`config.mk`:
```
export PLATFORM = sky130hd
export DESIGN_NAME = video_stream_monitor
export DESIGN_NICKNAME = d
export VERILOG_FILES = /design/src/rtl/video_stream_monitor_pkg.sv /design/src/rtl/vsm_channel.sv /design/src/rtl/video_stream_monitor.sv
export SDC_FILE = /design/constraint.sdc
export NUM_CORES = 2
export LEC_CHECK = 0
export CORE_ASPECT_RATIO = 0.75
export CORE_UTILIZATION = 40
export CTS_CLUSTER_SIZE = 24
export DETAILED_ROUTE_END_ITERATION = 6
export GPL_TIMING_DRIVEN = 0
export PLACE_DENSITY_LB_ADDON = 0.3
export SLEW_MARGIN = 30
export SYNTH_ARGS = -nofsm -noshare
export SYNTH_HDL_FRONTEND = slang
export SYNTH_SLANG_ARGS = --single-unit
```
`constraint.sdc`:
```
create_clock -name i_axi_clk -period 6.07 [get_ports i_axi_clk]
set_input_delay 1.5175 -clock i_axi_clk [delete_from_list [all_inputs] [get_ports i_axi_clk]]
set_output_delay 1.5175 -clock i_axi_clk [all_outputs]
set_load 0.05 [all_outputs]
```
`src/rtl/video_stream_monitor_pkg.sv`:
```
// Shared constants and types for the multi-channel AXI-Stream video statistics monitor.
package video_stream_monitor_pkg;

   localparam int unsigned VSM_CH_STRIDE  = 32'h20;
   localparam int unsigned VSM_BANK_SHIFT = $clog2(VSM_CH_STRIDE);

   // global register offsets (bank 0)
   localparam logic [4:0] REG_CONTROL    = 5'h00;
   localparam logic [4:0] REG_VERSION    = 5'h04;
   localparam logic [4:0] REG_WINDOW     = 5'h08;
   localparam logic [4:0] REG_IRQ_STATUS = 5'h0C;

   // channel bank offsets
   localparam logic [4:0] CH_STATUS       = 5'h00;
   localparam logic [4:0] CH_TOTAL_FRAMES = 5'h04;
   localparam logic [4:0] CH_FPS          = 5'h08;
   localparam logic [4:0] CH_LINES        = 5'h0C;
   localparam logic [4:0] CH_PIXELS       = 5'h10;
   localparam logic [4:0] CH_MIN_LINE     = 5'h14;
   localparam logic [4:0] CH_MAX_LINE     = 5'h18;
   localparam logic [4:0] CH_FRAME_PERIOD = 5'h1C;

   localparam int unsigned ST_FRAME_SEEN = 0;
   localparam int unsigned ST_LEN_MISM   = 1;
   localparam int unsigned ST_LINE_MISM  = 2;
   localparam int unsigned ST_EARLY_SOF  = 3;
   localparam int unsigned ST_OVERFLOW   = 4;

   localparam logic [7:0] VSM_VER_MAJOR = 8'd2;
   localparam logic [7:0] VSM_VER_MINOR = 8'd0;
   localparam logic [7:0] VSM_VER_REV   = 8'd1;

   typedef struct packed {
      logic [4:0]  status;
      logic [31:0] total_frames;
      logic [31:0] fps;
      logic [31:0] lines_per_frame;
      logic [31:0] pixels_per_line;
      logic [31:0] min_line;
      logic [31:0] max_line;
      logic [31:0] frame_period;
   } vsm_stats_t;

   function automatic logic [31:0] vsm_version();
      return {8'h00, VSM_VER_MAJOR, VSM_VER_MINOR, VSM_VER_REV};
   endfunction

endpackage

```
`src/rtl/vsm_channel.sv`:
```
// Per-channel frame/line statistics and sticky error tracking.
// VSM_FRAME_PERIOD_EN adds the SOF-to-SOF cycle counter behind FRAME_PERIOD.
module vsm_channel
   import video_stream_monitor_pkg::*;
#(
   parameter int unsigned CNT_WIDTH = 16
) (
   input  logic       i_clk,
   input  logic       i_rst_n,
   input  logic       i_clear,
   input  logic       i_tvalid,
   input  logic       i_tready,
   input  logic       i_tlast,
   input  logic       i_tuser,
   input  logic       i_win_tc,
   input  logic [4:0] i_status_w1c,
   output vsm_stats_t o_stats,
   output logic       o_err_rise
);

   localparam logic [CNT_WIDTH-1:0] CNT_MAX = '1;

   logic [CNT_WIDTH-1:0] r_pix, r_line, r_ppl, r_lpf, r_min, r_max;
   logic                 r_ppl_vld, r_lpf_vld, r_armed;
   logic [4:0]           r_status;
   logic [31:0]          r_frames, r_fps_cnt, r_fps;

   logic                 w_beat, w_sof, w_eol;
   logic [CNT_WIDTH-1:0] w_pix_base, w_len, w_line_base, w_line_inc;
   logic [4:0]           w_set;

   always_comb begin
      w_beat      = i_tvalid & i_tready;
      w_sof       = w_beat & i_tuser;
      w_eol       = w_beat & i_tlast;
      // a SOF beat counts as pixel 1, so the pre-beat base is 0; len covers the current beat
      w_pix_base  = w_sof ? '0 : r_pix;
      w_len       = (w_pix_base == CNT_MAX) ? CNT_MAX : w_pix_base + 1'b1;
      w_line_base = (w_sof) ? '0 : r_line;
      w_line_inc  = (w_line_base == CNT_MAX) ? CNT_MAX : w_line_base + 1'b1;
      w_set                = '0;
      w_set[ST_FRAME_SEEN] = w_sof;
      w_set[ST_LEN_MISM]   = w_eol & r_ppl_vld & (w_len != r_ppl);
      w_set[ST_LINE_MISM]  = w_sof & r_armed & r_lpf_vld & (r_line != r_lpf);
      w_set[ST_EARLY_SOF]  = w_sof & (r_pix != '0);
      w_set[ST_OVERFLOW]   = (w_beat & (w_pix_base == CNT_MAX)) |
                             (w_eol & (w_line_base == CNT_MAX));
      o_err_rise           = |(w_set[4:1] & ~r_status[4:1]);
   end

   always_ff @(posedge i_clk or negedge i_rst_n) begin
      if (!i_rst_n) begin
         r_pix <= '0; r_line <= '0; r_ppl <= '0; r_lpf <= '0;
         r_min <= '1; r_max <= '0;
         r_ppl_vld <= 1'b0; r_lpf_vld <= 1'b0; r_armed <= 1'b0;
         r_status <= '0; r_frames <= '0; r_fps_cnt <= '0; r_fps <= '0;
      end else if (i_clear) begin
         r_pix <= '0; r_line <= '0; r_ppl <= '0; r_lpf <= '0;
         r_min <= '1; r_max <= '0;
         r_ppl_vld <= 1'b0; r_lpf_vld <= 1'b0; r_armed <= 1'b0;
         r_status <= '0; r_frames <= '0; r_fps_cnt <= '0; r_fps <= '0;
      end else begin
         r_status <= (r_status & ~i_status_w1c) | w_set;
         if (w_eol) begin
            r_pix     <= '0;
            r_line    <= w_line_inc;
            r_ppl     <= w_len;
            r_ppl_vld <= 1'b1;
            if (w_len < r_min) r_min <= w_len;
            if (w_len > r_max) r_max <= w_len;
         end else begin
            if (w_beat) r_pix <= w_len;
            r_line <= w_line_base;
         end
         if (w_sof) begin
            r_frames <= r_frames + 32'd1;
            r_armed  <= 1'b1;
            if (r_armed) begin
               r_lpf     <= r_line;
               r_lpf_vld <= 1'b1;
            end
         end
         if (i_win_tc) begin
            r_fps     <= r_fps_cnt;
            r_fps_cnt <= {31'd0, w_sof};
         end else if (w_sof) begin
            r_fps_cnt <= r_fps_cnt + 32'd1;
         end
      end
   end

`ifdef VSM_FRAME_PERIOD_EN
   logic [31:0] r_fp_cnt, r_fp;

   always_ff @(posedge i_clk or negedge i_rst_n) begin
      if (!i_rst_n) begin
         r_fp_cnt <= '0;
         r_fp     <= '0;
      end else if (i_clear) begin
         r_fp_cnt <= '0;
         r_fp     <= '0;
      end else if (w_sof) begin
         r_fp_cnt <= 32'd1;
         if (r_armed) r_fp <= r_fp_cnt;
      end else if (r_fp_cnt != '1) begin
         r_fp_cnt <= r_fp_cnt + 32'd1;
      end
   end
`endif

   always_comb begin
      o_stats                 = '0;
      o_stats.status          = r_status;
      o_stats.total_frames    = r_frames;
      o_stats.fps             = r_fps;
      o_stats.lines_per_frame = 32'(r_lpf);
      o_stats.pixels_per_line = 32'(r_ppl);
      o_stats.min_line        = 32'(r_min);
      o_stats.max_line        = 32'(r_max);
`ifdef VSM_FRAME_PERIOD_EN
      o_stats.frame_period    = r_fp;
`endif
   end

endmodule

```
`src/rtl/video_stream_monitor.sv`:
```
// Passive multi-channel AXI-Stream video statistics monitor: register decode, FPS window, IRQ.
// VSM_FRAME_PERIOD_EN enables the per-channel FRAME_PERIOD measurement.
module video_stream_monitor
   import video_stream_monitor_pkg::*;
#(
   parameter int unsigned ADDR_WIDTH   = 16,
   parameter int unsigned NUM_CHANNELS = 4,
   parameter int unsigned CNT_WIDTH    = 16,
   parameter int unsigned CLOCK_PERIOD = 100000000
) (
   input  logic                    i_axi_clk,
   input  logic                    i_axi_rst,
   input  logic [ADDR_WIDTH-1:0]   i_reg_address,
   input  logic                    i_reg_in_rdy,
   input  logic [31:0]             i_reg_in_data,
   output logic                    o_reg_in_ack,
   input  logic                    i_reg_out_req,
   output logic                    o_reg_out_rdy,
   output logic [31:0]             o_reg_out_data,
   output logic                    o_reg_invalid_addr,
   input  logic [NUM_CHANNELS-1:0] i_axis_tvalid,
   input  logic [NUM_CHANNELS-1:0] i_axis_tready,
   input  logic [NUM_CHANNELS-1:0] i_axis_tlast,
   input  logic [NUM_CHANNELS-1:0] i_axis_tuser,
   output logic                    o_irq
);

   logic                    r_irq_en, r_clear;
   logic [31:0]             r_window, r_win_cnt;
   logic [NUM_CHANNELS-1:0] r_irq_status;

   logic                    w_wr, w_rd, w_valid, w_win_tc;
   logic                    w_wr_ctrl, w_wr_win, w_wr_irq;
   logic [ADDR_WIDTH-1:0]   w_bank;
   logic [4:0]              w_off;
   logic [31:0]             w_rdata;
   logic [NUM_CHANNELS-1:0] w_err_rise;
   logic [4:0]              w_ch_w1c [NUM_CHANNELS];
   vsm_stats_t              w_stats  [NUM_CHANNELS];

   // write wins a simultaneous request; the read follows while req stays high
   assign w_wr     = i_reg_in_rdy & ~o_reg_in_ack;
   assign w_rd     = i_reg_out_req & ~w_wr & ~o_reg_out_rdy;
   assign w_win_tc = (r_window != '0) && (r_win_cnt >= r_window - 32'd1);

   always_comb begin
      w_bank    = i_reg_address >> VSM_BANK_SHIFT;
      w_off     = i_reg_address[VSM_BANK_SHIFT-1:0];
      w_valid   = 1'b0;
      w_rdata   = '0;
      w_wr_ctrl = 1'b0;
      w_wr_win  = 1'b0;
      w_wr_irq  = 1'b0;
      for (int unsigned c = 0; c < NUM_CHANNELS; c++) w_ch_w1c[c] = '0;
      if (w_off[1:0] == 2'b00) begin
         if (w_bank == '0) begin
            case (w_off)
               REG_CONTROL:    begin w_valid = 1'b1; w_rdata = {30'd0, r_irq_en, 1'b0}; w_wr_ctrl = w_wr; end
               REG_VERSION:    begin w_valid = 1'b1; w_rdata = vsm_version(); end
               REG_WINDOW:     begin w_valid = 1'b1; w_rdata = r_window; w_wr_win = w_wr; end
               REG_IRQ_STATUS: begin w_valid = 1'b1; w_rdata = 32'(r_irq_status); w_wr_irq = w_wr; end
               default: ;
            endcase
         end else begin
            for (int unsigned c = 0; c < NUM_CHANNELS; c++) begin
               if (w_bank == ADDR_WIDTH'(c + 1)) begin
                  w_valid = 1'b1;
                  case (w_off)
                     CH_STATUS:       w_rdata = {27'd0, w_stats[c].status};
                     CH_TOTAL_FRAMES: w_rdata = w_stats[c].total_frames;
                     CH_FPS:          w_rdata = w_stats[c].fps;
                     CH_LINES:        w_rdata = w_stats[c].lines_per_frame;
                     CH_PIXELS:       w_rdata = w_stats[c].pixels_per_line;
                     CH_MIN_LINE:     w_rdata = w_stats[c].min_line;
                     CH_MAX_LINE:     w_rdata = w_stats[c].max_line;
                     CH_FRAME_PERIOD: w_rdata = w_stats[c].frame_period;
                     default: ;
                  endcase
                  if (w_wr && w_off == CH_STATUS) w_ch_w1c[c] = i_reg_in_data[4:0];
               end
            end
         end
      end
   end

   for (genvar g = 0; g < NUM_CHANNELS; g++) begin : g_ch
      vsm_channel #(.CNT_WIDTH(CNT_WIDTH)) u_ch (
         .i_clk        (i_axi_clk),
         .i_rst_n      (i_axi_rst),
         .i_clear      (r_clear),
         .i_tvalid     (i_axis_tvalid[g]),
         .i_tready     (i_axis_tready[g]),
         .i_tlast      (i_axis_tlast[g]),
         .i_tuser      (i_axis_tuser[g]),
         .i_win_tc     (w_win_tc),
         .i_status_w1c (w_ch_w1c[g]),
         .o_stats      (w_stats[g]),
         .o_err_rise   (w_err_rise[g])
      );
   end

   always_ff @(posedge i_axi_clk or negedge i_axi_rst) begin
      if (!i_axi_rst) begin
         o_reg_in_ack       <= 1'b0;
         o_reg_out_rdy      <= 1'b0;
         o_reg_out_data     <= '0;
         o_reg_invalid_addr <= 1'b0;
         o_irq              <= 1'b0;
         r_irq_en           <= 1'b0;
         r_clear            <= 1'b0;
         r_window           <= CLOCK_PERIOD;
         r_win_cnt          <= '0;
         r_irq_status       <= '0;
      end else begin
         o_reg_in_ack       <= w_wr;
         o_reg_out_rdy      <= w_rd;
         o_reg_out_data     <= w_rd ? w_rdata : '0;
         o_reg_invalid_addr <= (w_wr | w_rd) & ~w_valid;
         o_irq              <= r_irq_en & (|r_irq_status);
         r_clear            <= w_wr_ctrl & i_reg_in_data[0];
         if (w_wr_ctrl) r_irq_en <= i_reg_in_data[1];
         if (w_wr_win)  r_window <= i_reg_in_data;
         if (w_wr_win || r_clear)  r_win_cnt <= '0;
         else if (w_win_tc)        r_win_cnt <= '0;
         else if (r_window != '0)  r_win_cnt <= r_win_cnt + 32'd1;
         if (r_clear) r_irq_status <= '0;
         else r_irq_status <= (r_irq_status &
                               ~(w_wr_irq ? i_reg_in_data[NUM_CHANNELS-1:0] : '0)) | w_err_rise;
      end
   end

endmodule
```
==> results.md <==
- Initial antenna violation count: 11
- Filler cells: 12249
- First-pass DRT Iterations: 6
- # setup viols final: 0
- Syn nets: 5988
- CP Class: input pin to flop
- Setup_tns: 0 ps
- Sequential element share of the synthesized area: 44.0%
- Routed vias: 46612
- WHS: 492 ps
- Post-Syn Instances: 5745
- Reg2reg end: g_ch[1].u_ch.r_fps_cnt[5]$_DFFE_PN0P_
- Hold Buf Count CTS: 0
- Clock root cell: clkbuf_16
- Placeable Area: 128000 sq um
- Max IR drop VDD: 0.000272 V
- Cell taking the most area after synthesis: dfrtp_1
- Syn avg cell area: 9.01 sq um
- Vias per cell: 5.99
- RD Place Congestion: 1.03
- Seq. cell area: 22800 sq um
- Via count of the first global-routing pass: 43237
- DIE WIDTH: 417 um
- Largest cells by area after synthesis: dfrtp_1 (40%), nor2_1 (5.0%), ha_1 (4.2%)
- Pwr dens: 264 nW/um^2
- DRC viols: 0
- Clock Latency Late Sink: 750 ps
- Yosys reg bits: 906
- Final Cycle Share: 97.4%
- Status: complete, no violations
- Overall routing resource usage: 28.9%
- Initial Util: 40.6%
- Hold Violations, Final: 0
- Setup Skew: 55.2 ps
- Post-DRT Antenna Nets: 0
- Setup crit end kind: flop
- FP Rows: 113
- CP Max Fanout: 14
- Final wirelength: 192 mm
- Critical path arrival: 6560 ps
- Slew Viols, Final: 0
- DR iter-0 viols: 5993
- Max stage delay on crit path: 490 ps
- Most frequent cells in the layout: dfrtp_1 (829), nor2_1 (691), nand2_1 (571)
- Commonest register cell after synthesis: dfrtp_1
- CP endpoint: g_ch[0].u_ch.r_min[3]$_DFFE_PN1P_
- Normalized max-slew margin: 24.6%
- Leakage: 26.2 nW
- I/O pin count: 104
- Synth warnings: 0
- Post-synth EDFFs: 0
- Max-cap violations: 0
- Clock buffer depth: 3
- Synthesis-to-finish area growth: 14.2%
- Synth async-reset ratio: 100%
- Netlist cell types: 92
- Detailed Place HPWL: 146 mm
- Die area: 131000 sq um
- CTS H-tree lvls: 3
- Post-route cell area: 59100 sq um
- Total Nets Final: 6204
- Sink Count: 906
- Die Ht: 313 um
- WP data required: 6720 ps
- Critical R2R Launch: r_window[10]$_DFFE_PN0P_
- First-pass GRT wire length: 285 mm
- Post-layout util: 46.3%
- Clk slew on worst S/H paths: 60 ps
- CTS tree: done
- Inserted Clock Buffers: 97
- Largest net degree at the start of global routing: 128
- Post-layout min period: 5910 ps
- Routed wire per std cell: 24.7 um
- Slew @ Worst Pin: 1130 ps
- Hold Path Class: flop to flop
- Cell Area, Synth: 51700 sq um
- CP startpoint kind: input pin
- Multi-input logic area: 27000 sq um
- Crit. Startpoint: i_axis_tuser[0]
- Total gr overflow: 0
- Peak Freq: 169 MHz
- IO buf count: 98
- Yosys top cell area share: 40.1%
- R2R Setup Slk: 200 ps
- Crit path max-delay cell type: or4_4
- Post-DP Area: 55300 sq um
- Most common cell after layout, fill and taps aside: dfrtp_1
- Pwr Total: 15.6 mW
- Layout cells sized above 1: 8.27%
- Worst reg2reg path depth: 16
- Critical-path cell list: clkdlybuf4s50_1, nand3_2, buf_8, clkbuf_16, and2_1, ha_4, nand3_4, or4_4, buf_6, or3_1, buf_6, and2_2, inv_1, ha_1, a21o_1, a21o_1, a21oi_1, o211ai_1, a2111oi_4, nor2_1, clkbuf_4, buf_4, a31oi_1
- Largest regs: g_ch.u_ch.r_fps: 128 flops, g_ch.u_ch.r_fps_cnt: 128 flops, g_ch.u_ch.r_frames: 128 flops
==> cells in the mapped netlist, types with 77 or more instances <==
library cell,count
dfrtp_1,830
and3_1,96
nand3_1,219
nor3_1,212
o21ai_0,183
ha_1,175
nand2_1,578
clkbuf_1,279
a21oi_1,346
xor2_1,246
nor2_1,696
a22oi_1,77
mux2i_1,209
inv_1,210
nand4_1,133
a211oi_1,95
xnor2_1,167
==> where the power goes <==
part           total (mW)  internal, mW  switching [mW]
clock network        6.33          3.56            2.77
registers            7.16          6.56           0.597
logic                2.09         0.854            1.23
==> through the flow <==
stage	setup WS (ps)	cells
2_1_floorplan	15.3	5745
3_3_place_gp	-39110	7568
3_5_place_dp	-2800	7579
4_1_cts	3.08	7761
5_1_grt	-10.5	7772
6_report	156	7777
==> repair_timing <==
item | in CTS | in global routing
gates cloned | 0 | 1
buffers inserted | 5 | 9
hold endpoints to repair | 0 | 0
endpoints found under the setup margin | 169 | 225
pin swaps | 4 | 5
gates resized for setup | 74 | 60
==> area by class of cell <==
type	count	share of cell area [%]
clock buffers	136	4.63
multi-input cells	4266	45.7
clock inverters	46	0.961
plain buffers	355	2.80
diodes	8	0.0339
repair buffers	124	2.37
inverters	211	1.34
flip-flops and latches	906	38.5
well taps	1725	3.65
==> metal layers <==
| metal | wire length (um) | track usage, % | share of wire, % |
|---|---|---|---|
| met1 | 87300 | 43.3 | 45 |
| met2 | 77600 | 39.6 | 40 |
| met3 | 20300 | 7.54 | 11 |
| met4 | 6990 | 10.2 | 3.6 |
| met5 | 126 | 0.721 | 0.065 |
==> worst min path at each step <==
stage | from | end | slack (ps) | depth (start not counted)
final | g_ch[3].u_ch.r_status[1]$_DFF_PN0_ | r_irq_status[3]$_DFF_PN0_ | 490 | 1
after global routing | g_ch[3].u_ch.r_status[1]$_DFF_PN0_ | r_irq_status[3]$_DFF_PN0_ | 510 | 1
after CTS | g_ch[3].u_ch.r_status[1]$_DFF_PN0_ | r_irq_status[3]$_DFF_PN0_ | 480 | 1
after detailed placement | g_ch[3].u_ch.r_status[1]$_DFF_PN0_ | r_irq_status[3]$_DFF_PN0_ | 480 | 1
after global placement | g_ch[3].u_ch.r_status[1]$_DFF_PN0_ | r_irq_status[3]$_DFF_PN0_ | 470 | 1
after floorplan | g_ch[2].u_ch.r_status[1]$_DFF_PN0_ | r_irq_status[2]$_DFF_PN0_ | 450 | 1
==> kinds of logic after synthesis <==
family                     after synthesis  synth area share [%]
xor gates and xnor gates               413                  6.99
and+or+nand+nor                       2258                  20.6
DFF                                    906                  44.0
AOI/OAI and AO/OA                     1178                  15.0
buffers and inverters                  573                  4.45
adders and majority gates              175                  4.23
muxes                                  242                  4.76
==> critical path: cells and delay by family <==
kind            cells  cell delay, ps
simple gates        7            1550
compound gates      6            1360
buf+inv             8            1660
fa+ha+maj           2             440
No activity file was read; power rests on OpenSTA's default activity.
